File: src/rtl/mem_arb_pkg.sv
// Shared types and defaults for the instruction/data memory-port arbiter.
package mem_arb_pkg;

  localparam int unsigned ADDR_W_DEF     = 32;
  localparam int unsigned DATA_W_DEF     = 32;
  localparam int unsigned STARVE_MAX_DEF = 4;

  typedef enum logic [1:0] {
    RSP_NONE = 2'd0,
    RSP_IF   = 2'd1,
    RSP_DM   = 2'd2
  } rsp_owner_e;

  // Width of a counter that must hold 0..max inclusive.
  function automatic int unsigned starve_cnt_w(input int unsigned max);
    return $clog2(max + 1);
  endfunction

endpackage

File: src/rtl/mem_port_arbiter.sv
// Shares one SRAM port between instruction fetch and data load/store.
// Data side wins ties unless fetch has been denied STARVE_MAX cycles in a row.
module mem_port_arbiter
  import mem_arb_pkg::*;
#(
  parameter int unsigned ADDR_W     = ADDR_W_DEF,
  parameter int unsigned DATA_W     = DATA_W_DEF,
  parameter int unsigned STARVE_MAX = STARVE_MAX_DEF
) (
  input  logic              i_clk,
  input  logic              i_rst,
  input  logic              i_if_req,
  input  logic [ADDR_W-1:0] i_if_addr,
  output logic              o_if_gnt,
  output logic              o_if_rvalid,
  output logic [DATA_W-1:0] o_if_rdata,
  input  logic              i_dm_req,
  input  logic              i_dm_we,
  input  logic [ADDR_W-1:0] i_dm_addr,
  input  logic [DATA_W-1:0] i_dm_wdata,
  output logic              o_dm_gnt,
  output logic              o_dm_rvalid,
  output logic [DATA_W-1:0] o_dm_rdata,
  output logic              o_mem_we,
  output logic [ADDR_W-1:0] o_mem_addr,
  output logic [DATA_W-1:0] o_mem_wdata,
  input  logic [DATA_W-1:0] i_mem_rdata
);

  localparam int unsigned CNT_W = starve_cnt_w(STARVE_MAX);
  localparam logic [CNT_W-1:0] CNT_MAX = CNT_W'(STARVE_MAX);

  logic [CNT_W-1:0] starve_q, starve_d;
  rsp_owner_e       rsp_q, rsp_d;
  logic             if_gnt, dm_gnt;

  // Grant, memory drive and next-state decode.
  always_comb begin
    if_gnt      = 1'b0;
    dm_gnt      = 1'b0;
    o_mem_we    = 1'b0;
    o_mem_addr  = '0;
    o_mem_wdata = '0;
    starve_d    = '0;
    rsp_d       = RSP_NONE;

    if (!i_rst) begin
      if (i_if_req && (!i_dm_req || starve_q == CNT_MAX)) begin
        if_gnt = 1'b1;
      end else if (i_dm_req) begin
        dm_gnt = 1'b1;
      end
    end

    if (if_gnt) begin
      o_mem_addr = i_if_addr;
      rsp_d      = RSP_IF;
    end else if (dm_gnt) begin
      o_mem_we    = i_dm_we;
      o_mem_addr  = i_dm_addr;
      o_mem_wdata = i_dm_wdata;
      rsp_d       = i_dm_we ? RSP_NONE : RSP_DM;
    end

    if (i_if_req && !if_gnt) begin
      starve_d = (starve_q == CNT_MAX) ? starve_q : starve_q + CNT_W'(1);
    end
  end

  always_ff @(posedge i_clk) begin
    if (i_rst) begin
      rsp_q    <= RSP_NONE;
      starve_q <= '0;
    end else begin
      rsp_q    <= rsp_d;
      starve_q <= starve_d;
    end
  end

  // Reset also masks a response already in flight.
  always_comb begin
    o_if_gnt    = if_gnt;
    o_dm_gnt    = dm_gnt;
    o_if_rvalid = !i_rst && (rsp_q == RSP_IF);
    o_dm_rvalid = !i_rst && (rsp_q == RSP_DM);
    o_if_rdata  = o_if_rvalid ? i_mem_rdata : '0;
    o_dm_rdata  = o_dm_rvalid ? i_mem_rdata : '0;
  end

endmodule

File: config.mk
export PLATFORM = sky130hd
export DESIGN_NAME = mem_port_arbiter
export DESIGN_NICKNAME = d
export VERILOG_FILES = /design/src/rtl/mem_arb_pkg.sv /design/src/rtl/mem_port_arbiter.sv
export SDC_FILE = /design/constraint.sdc
export NUM_CORES = 1
export LEC_CHECK = 0
export BUFFER_PORTS_ARGS = -buffer_cell sky130_fd_sc_hd__buf_2
export CORE_AREA = 2 2 103 105
export CTS_CLUSTER_SIZE = 8
export DETAILED_ROUTE_END_ITERATION = 7
export DIE_AREA = 0 0 105 107
export GPL_ROUTABILITY_DRIVEN = 0
export PLACE_DENSITY_LB_ADDON = 0.08
export SKIP_CTS_REPAIR_TIMING = 1
export SKIP_LAST_GASP = 1
export SLEW_MARGIN = 20
export SYNTH_ARGS = -nofsm -noshare
export SYNTH_HDL_FRONTEND = slang
export SYNTH_SLANG_ARGS = --single-unit
export TNS_END_PERCENT = 1
File: constraint.sdc
create_clock -name i_clk -period 4.1 [get_ports i_clk]
set_clock_uncertainty 0.05 [all_clocks]
set_input_delay 0.82 -clock i_clk [delete_from_list [all_inputs] [get_ports i_clk]]
set_output_delay 0.82 -clock i_clk [all_outputs]
set_load 0.02 [all_outputs]
== Word-level counts from Yosys, hierarchy flattened ==
Index checks and enable logic that the tools add are counted.

* Add/sub/neg operators: 1
* Equal/unequal tests: 3
* Multiplexer cells: 16
* Bitwise logic cells: 2
* Reduce and logical (&&, ||, !) cells: 10

{| class="wikitable"
|+ Operator list
! operator !! number
|-
| 32-bit two-way mux || 6
|-
| 1-bit two-way mux || 9
|-
| 1-bit logical AND || 4
|-
| 3-bit by 1-bit adder with 3-bit output, second input constant || 1
|-
| 3-bit equality test, second input constant || 1
|-
| 1-bit logical NOT || 3
|-
| 3-bit OR reduction || 1
|-
| 2-bit by 1-bit equality test with 1-bit output, second input constant || 1
|-
| 2-bit equality test, second input constant || 1
|-
| 2-bit two-way mux || 1
|-
| 1-bit inverter || 2
|-
| 2-bit OR reduction || 1
|-
| 1-bit logical OR || 1
|}

* Register bits after elaboration: 5
* Bits of input ports: 133
* Output and inout bits: 133
* Logic and storage cells: 35

== Logic depth before layout (Yosys ltp) ==
Gate-level depths: netlist of run 1.

* Depth in word-level cells: 9
* Gate-level depth with buffers: 6
* Gate-level depth less buffers: 4

== Worst setup path after synthesis of run 1 ==
Ideal clock, no wire load.

* Kind: input -> output
* Start: input i_if_req
* End: output o_mem_addr[10]
* Arrival time: 1,788 ps
* Required time: 3,230 ps
* Setup slack: 1,442 ps
* Cell stages on the path: 5
* Path buffers: 3
* Path through: buf_2 and3_1 buf_2 buf_6 o22ai_1

* Cells in the longest elaborated chain, start to end: 5
* Elaborated cells between the ends (all ways): 7
* Those cells by class: mux: 6; reduce/logical: 1

{| class="wikitable"
|+ Ends and longest elaborated chain
! item !! RTL line !! text
|-
| start, declared || mem_port_arbiter.sv:12 || <nowiki>input logic i_if_req,</nowiki>
|-
| 1-bit logical AND (*) || mem_port_arbiter.sv:48 || <nowiki>if (i_if_req && (!i_dm_req || starve_q == CNT_MAX)) begin</nowiki>
|-
| 1-bit two-way mux || mem_port_arbiter.sv:48 ||
|-
| 1-bit two-way mux || mem_port_arbiter.sv:47 || <nowiki>if (!i_rst) begin</nowiki>
|-
| 32-bit two-way mux || mem_port_arbiter.sv:58 || <nowiki>end else if (dm_gnt) begin</nowiki>
|-
| 32-bit two-way mux (*) || mem_port_arbiter.sv:55 || <nowiki>if (if_gnt) begin</nowiki>
|-
| end, declared || mem_port_arbiter.sv:25 || <nowiki>output logic [ADDR_W-1:0] o_mem_addr,</nowiki>
|}

Every way passes the cells marked *; elsewhere a longest branch is shown, timed or not.

== Worst setup path in the final report of run 1 ==
* Start: input i_if_req
* End: output o_mem_wdata[10]

* Cells in the longest elaborated chain, start to end: 5
* Elaborated cells between the ends (all ways): 7
* Those cells by class: mux: 6; reduce/logical: 1

{| class="wikitable"
|+ Ends and longest elaborated chain
! item !! RTL line !! text
|-
| 1-bit logical AND (*) || mem_port_arbiter.sv:48 ||
|-
| 1-bit two-way mux || mem_port_arbiter.sv:48 ||
|-
| 1-bit two-way mux || mem_port_arbiter.sv:47 ||
|-
| 32-bit two-way mux || mem_port_arbiter.sv:58 ||
|-
| 32-bit two-way mux (*) || mem_port_arbiter.sv:55 ||
|-
| end, declared || mem_port_arbiter.sv:26 || <nowiki>output logic [DATA_W-1:0] o_mem_wdata,</nowiki>
|}

Marked as above.

==> results of run 1 <==
[through the flow]
stage | hold slack [ps] | cell area [µm²] | instances
final | 404 | 3170 | 632
after global routing | 455 | 3170 | 632
after CTS | 404 | 3170 | 632
after detailed placement | 398 | 3120 | 628
after global placement | 397 | 3120 | 628
after floorplan | 376 | 1800 | 253
[logic make-up (layout without fill, tap and decap cells)]
kind of cell | Yosys count | in the layout | share of synthesized area
adder cells (fa/ha/maj) | 2 | 2 | 0.0139
flip-flops | 5 | 5 | 0.0557
buffers and inverters | 36 | 279 | 0.134
AND/OR/NAND/NOR | 176 | 176 | 0.673
AO/OA/AOI/OAI | 34 | 34 | 0.123
[cells in the mapped netlist (all sizes together)]
cell and count:
and2 64, and4b 1, nand2b 2, nand3b 64, inv 2, a21boi 1, nor3b 4, o22ai 32
nand3 1, nor3 1, dfxtp 5, clkbuf 11, o211a 1, buf 23, nor2b 2, and3 34
nor2 3, ha 2
[worst max path at each step]
stage | start | to | slack, ps | cells after the start
after floorplan | i_if_req | o_mem_addr[10] | 1440 | 5
after global placement | i_if_req | o_mem_wdata[7] | 1070 | 4
after detailed placement | i_if_req | o_mem_wdata[10] | 1010 | 4
after CTS | i_if_req | o_mem_wdata[10] | 1020 | 4
after global routing | i_if_req | o_mem_wdata[11] | 800 | 4
final | i_if_req | o_mem_wdata[10] | 980 | 4
[sequential cells by signal, summed over array words and instances (netlist names)]
signal    flops
starve_q      3
rsp_q         2
[final cells by class]
type | count | area [µm²]
clock buffers | 4 | 45.0
fillers | 1167 | 6930
inverters | 2 | 7.51
multi-input cells | 212 | 1460
flip-flops and latches | 5 | 100
well taps | 136 | 170
repair buffers | 273 | 1390
[cells in the final DEF (no fill, tap or decap)]
cell type and count:
a21boi_2 1, and2_1 64, and3_1 34, and4b_1 1
buf_2 265, buf_4 8, clkbuf_1 1, clkbuf_8 3
dfxtp_1 5, ha_1 2, inv_1 2, nand2b_1 2
nand3_1 1, nand3b_1 64, nor2_1 3, nor2b_1 1
nor2b_4 1, nor3_1 1, nor3b_1 2, nor3b_4 2
o211a_1 1, o22ai_1 32
[worst max-delay path: stages]
cell	delay (ps)
buf_2	110
nand3_1	650
and3_1	500
buf_2	160
[metal layers]
| metal | wire (µm) | up-vias | part of all wire | GRT usage |
|---|---|---|---|---|
| li1 | - | 1387 | - | - |
| met1 | 3310 | 1248 | 0.39 | 0.148 |
| met2 | 4470 | 129 | 0.53 | 0.263 |
| met3 | 582 | 4 | 0.069 | 0.0298 |
| met4 | 76 | 0 | 0.0090 | 0.0295 |
| met5 | 0 | - | 0 | 0 |
[power by group]
group	internal, µW	switching (µW)	leakage, µW
sequential	50.3	1.18	0.0000408
combinational	115	138	0.00187
clock	66.7	24.2	0.0000228
total	232	163	0.00194
==> flow_summary_export.csv, run 1 <==
group,metric,value,unit
worst_hold_path,hold_path_class,"reg2reg",
synthesis,yosysUniqueCellTypes,22,
flow_run,drv_cap,0,
timing,rsz0062_at_grt,"no",
timing,worst_slew_pin_slew,936,ps
timing,finalSetupViolCount,0,
setup_path,r2r-end,"starve_q[1]$_SDFFE_PP0N_",
timing,timing.fmax,320,MHz
die,core-area,10100,µm²
global_routing,grt_max_degree,44,
global_routing,grt_pass1_wl,12.4,mm
drt,via_per_inst,4.38,
synthesis,synth-seq-cells,5,
pwr,p_per_area,125,nW/µm²
placed_design,port_buffers,265,
layout,fin_nets,632,
setup_path,critPathMaxFanout,33,
setup_path,cp.required,3230,ps
synthesis,yosys-top-cells-area,"nand3b_1 27%, and2_1 22%, and3_1 12%",
synthesis,syn_avg_cell_area,7.11,µm²
drt,ant_nets,0,
timing,hold_viol_final,0,
synthesis,yosysWarnings,0,
pwr,total_power,396,µW
pwr,peakVddDrop,71.9,µV
layout,syn2layout_area_growth,76.1,%
global_routing,overflow,0,
placed_design,hpwl,6.53,mm
timing,tns,0,ps
worst_hold_path,hold_end,"starve_q[0]$_SDFFE_PP0N_",
outcome,outcome,"finished, final reports clean",
drt,wl_per_cell,13.3,µm
global_routing,grt_pass1_vias,2457,
cts,clockBufferDepth,2,
synthesis,synth_nets,388,
setup_path,worstSetupEndpointType,"primary output",
layout,antenna_cells,0,
cts,cts_tree,"built",
timing,layout_min_cycle_time,3120,ps
setup_path,cp_data_arrival_time,2250,ps
die,die_area,11200,µm²
timing,slew-limit-headroom,0.374,
drt,firstDrtPassIters,4,
drt,drc,0,
global_routing,antenna_found_initial,0,
die,rows,37,
layout,layout-drive-gt1-share,0.565,
die,die_x,105,µm
cts,root_buffer,"clkbuf_8",
worst_hold_path,worstHoldPathCells,1,
drt,vias,2768,
timing,fin_crit_sh,0.762,
cts,cts.htree.levels,1,
cts,numCtsBuffers,3,
pwr,p_leak,0.00194,µW
setup_path,reg2regPathDepth,5,
worst_hold_path,min_from,"starve_q[0]$_SDFFE_PP0N_",
drt,drtIter0Drc,121,
layout,final_util,0.314,
global_routing,track_usage,0.135,
synthesis,syn_area,1800,µm²
setup_path,worst_r2r_startpoint,"starve_q[0]$_SDFFE_PP0N_",
synthesis,yosys.area.top_type,"nand3b_1",
synthesis,synthCells,253,
die,die_h,107,µm
placed_design,pre_cts_slack,1010,ps
cts,cts.sink_count,5,
die,io_pins,266,
drt,totalWireLength,8.44,mm
timing,slew_violations,0,
die,start_util,0.178,
timing,fin_ws,976,ps
setup_path,setup.worst_path.class,"in2out",
synthesis,yosysTopAreaCellShare,0.267,
setup_path,start_kind,"input port",
cts,insertion_delay,220,ps
synthesis,synth.yosys.seq_area_share,0.0557,
cts,clk_pin_slew,30,ps
setup_path,regToRegSetupSlack,2580,ps
(Power assumes the default switching activity.)
==> inputs of run 2 (changes only) <==
==> constraint.sdc (replaced) <==
create_clock -name i_clk -period 3 [get_ports i_clk]
set_clock_uncertainty 0.05 [all_clocks]
set_input_delay 0.6 -clock i_clk [delete_from_list [all_inputs] [get_ports i_clk]]
set_output_delay 0.6 -clock i_clk [all_outputs]
set_load 0.02 [all_outputs]
==> run 2 against run 1 <==
Core utilization increased by 0.074 points. Sequential power increased by 37%. Via count fell by 0.18%. Hold slack better by 23 ps. Flip-flop and latch count did not move. Non-clock buffer count increased by 1. First-iteration DRC count did not move. Highest routed layer unchanged. Critical path depth is the same. Largest power group unchanged. Clock power up 39%.
==> flow_summary_export.csv, run 2 (same netlist as run 1, synthesis figures left out) <==
group,metric,value,unit
outcome,outcome,"finished, final reports clean",
layout,final_cell_area,3170,µm²
timing,layout_min_cycle_time,2430,ps
layout,top_regs,"starve_q (3), rsp_q (2)",
pwr,p_int,317,µW
drt,ant_nets,0,
layout,seq_area,100,µm²
die,die_area,11200,µm²
pwr,combinationalPowerShare,0.638,
setup_path,cp_common_cell,"buf_2",
timing,finalSetupViolCount,0,
layout,fin_nets,633,
layout,final_util,0.314,
pwr,p_per_area,171,nW/µm²
pwr,p_clk_frac,0.232,
timing,hold_viol_final,0,
setup_path,cp_data_arrival_time,1780,ps
pwr,power_frac_seq,0.130,
drt,vias,2763,
die,io_pins,266,
setup_path,path_cells,"buf_2 > nor2b_4 > and3_1 > buf_2",
setup_path,cp.buffers_inverters,2,
cts,cts_tree,"built",
layout,regMostFlops,"starve_q",
layout,syn2layout_area_growth,76.5,%
setup_path,cp.required,2350,ps
drt,firstDrtPassIters,4,
setup_path,setup.worst_path.class,"in2out",
setup_path,critPathSlowestCell,"nor2b_4",
layout,largest_reg_flops,3,
setup_path,cp_slowest_stage_delay,510,ps
global_routing,overflow,0,
layout,multi_input_area,1460,µm²
timing,rsz0062_at_grt,"no",
placed_design,dpl-instance-area,3130,µm²
placed_design,hpwl,6.48,mm
timing,tns,0,ps
cts,clk_pin_slew,40,ps
setup_path,critPathMaxFanout,34,
pwr,peakVddDrop,87.5,µV
drt,totalWireLength,8.38,mm
die,core-area,10100,µm²
drt,drc,0,
layout,num-fill-cells,1138,
flow_run,drv_cap,0,
pwr,p_sw_frac,0.414,
cts,insertion_delay,220,ps
timing,fin_crit_sh,0.811,
placed_design,port_buffers,265,
cts,numCtsBuffers,3,
timing,timing.fmax,411,MHz
layout,antenna_cells,0,
drt,wl_per_cell,13.2,µm
timing,worst_slew_pin_slew,542,ps
setup_path,start_kind,"input port",
pwr,p_switching,224,µW
global_routing,grt_max_degree,37,
global_routing,grt_pass1_vias,2538,
drt,via_per_inst,4.36,
global_routing,antenna_found_initial,0,
layout,layout-drive-gt1-share,0.565,
worst_hold_path,hold_path_class,"reg2reg",
global_routing,track_usage,0.135,
die,die_x,105,µm
cts,cts.sink_count,5,
pwr,p_leak,0.00194,µW
cts,clockBufferDepth,2,
setup_path,worstSetupEndpointType,"primary output",
cts,root_buffer,"clkbuf_8",
die,start_util,0.178,
layout,final_common_cell,"buf_2",
cts,cts.htree.levels,1,
setup_path,cpLargestDelayFamily,"simple AND/OR/NAND/NOR gates",
die,die_h,107,µm
drt,drtIter0Drc,121,
global_routing,grt_pass1_wl,12.6,mm
timing,slew_violations,0,
die,rows,37,
layout,final_cell_mix,"265 x buf_2, 64 x nand3b_1, 64 x and2_1",
timing,slew-limit-headroom,0.638,
[run 2: changes by cell type in the layout (fill, tap and decap cells not counted), sizes merged]
cell	previous run	this run
buf	273	274
[run 2: worst register-to-register path: cells and delay by family, from the launching register on]
family	cells	cell delay, ps
compound gates	1	140
fa+ha+maj	1	240
buf+inv	2	430
flops	1	360
simple gates	1	250
[run 2: layer usage]
metal	global-route usage	vias to the layer above	part of all wire
met1	0.152	1214	0.38
met4	0.0533	0	0.022
li1	-	1389	-
met2	0.253	141	0.53
met5	0	-	0
met3	0.0219	19	0.070
[run 2: power by group through the flow]
stage | registers (µW) | logic [µW] | clock network, µW
finish | 70.4 | 345 | 126
detailed placement | 71.4 | 349 | 0
global route | 70.5 | 377 | 133
floorplan | 71.0 | 196 | 0
global placement | 71.3 | 347 | 0
CTS | 70.4 | 350 | 129
[run 2: path summary, 6_finish.rpt]
| kind | slack, ps | depth (start not counted) | end | from |
|---|---|---|---|---|
| max | 570 | 4 | o_mem_wdata[2] | i_rst |
| min | 430 | 1 | starve_q[0]$_SDFFE_PP0N_ | starve_q[0]$_SDFFE_PP0N_ |
| max reg2reg | 1470 | 5 | starve_q[1]$_SDFFE_PP0N_ | starve_q[0]$_SDFFE_PP0N_ |
| min reg2reg | 430 | 1 | starve_q[0]$_SDFFE_PP0N_ | starve_q[0]$_SDFFE_PP0N_ |
[run 2: area by class of cell]
class,instances,share of cell area
tap,136,0.0536
sequential,5,0.0315
inverter,2,0.00237
timing repair buffer,274,0.439
clock buffer,4,0.0142
multi-input combinational,212,0.459
[run 2: per-stage QoR]
stage	setup WS (ps)	hold WS, ps	total power (µW)	std cells
final	566	427	542	633
after global routing	422	454	581	633
after CTS	560	440	550	633
after detailed placement	562	428	420	629
after global placement	578	401	419	629
after floorplan	782	376	267	253
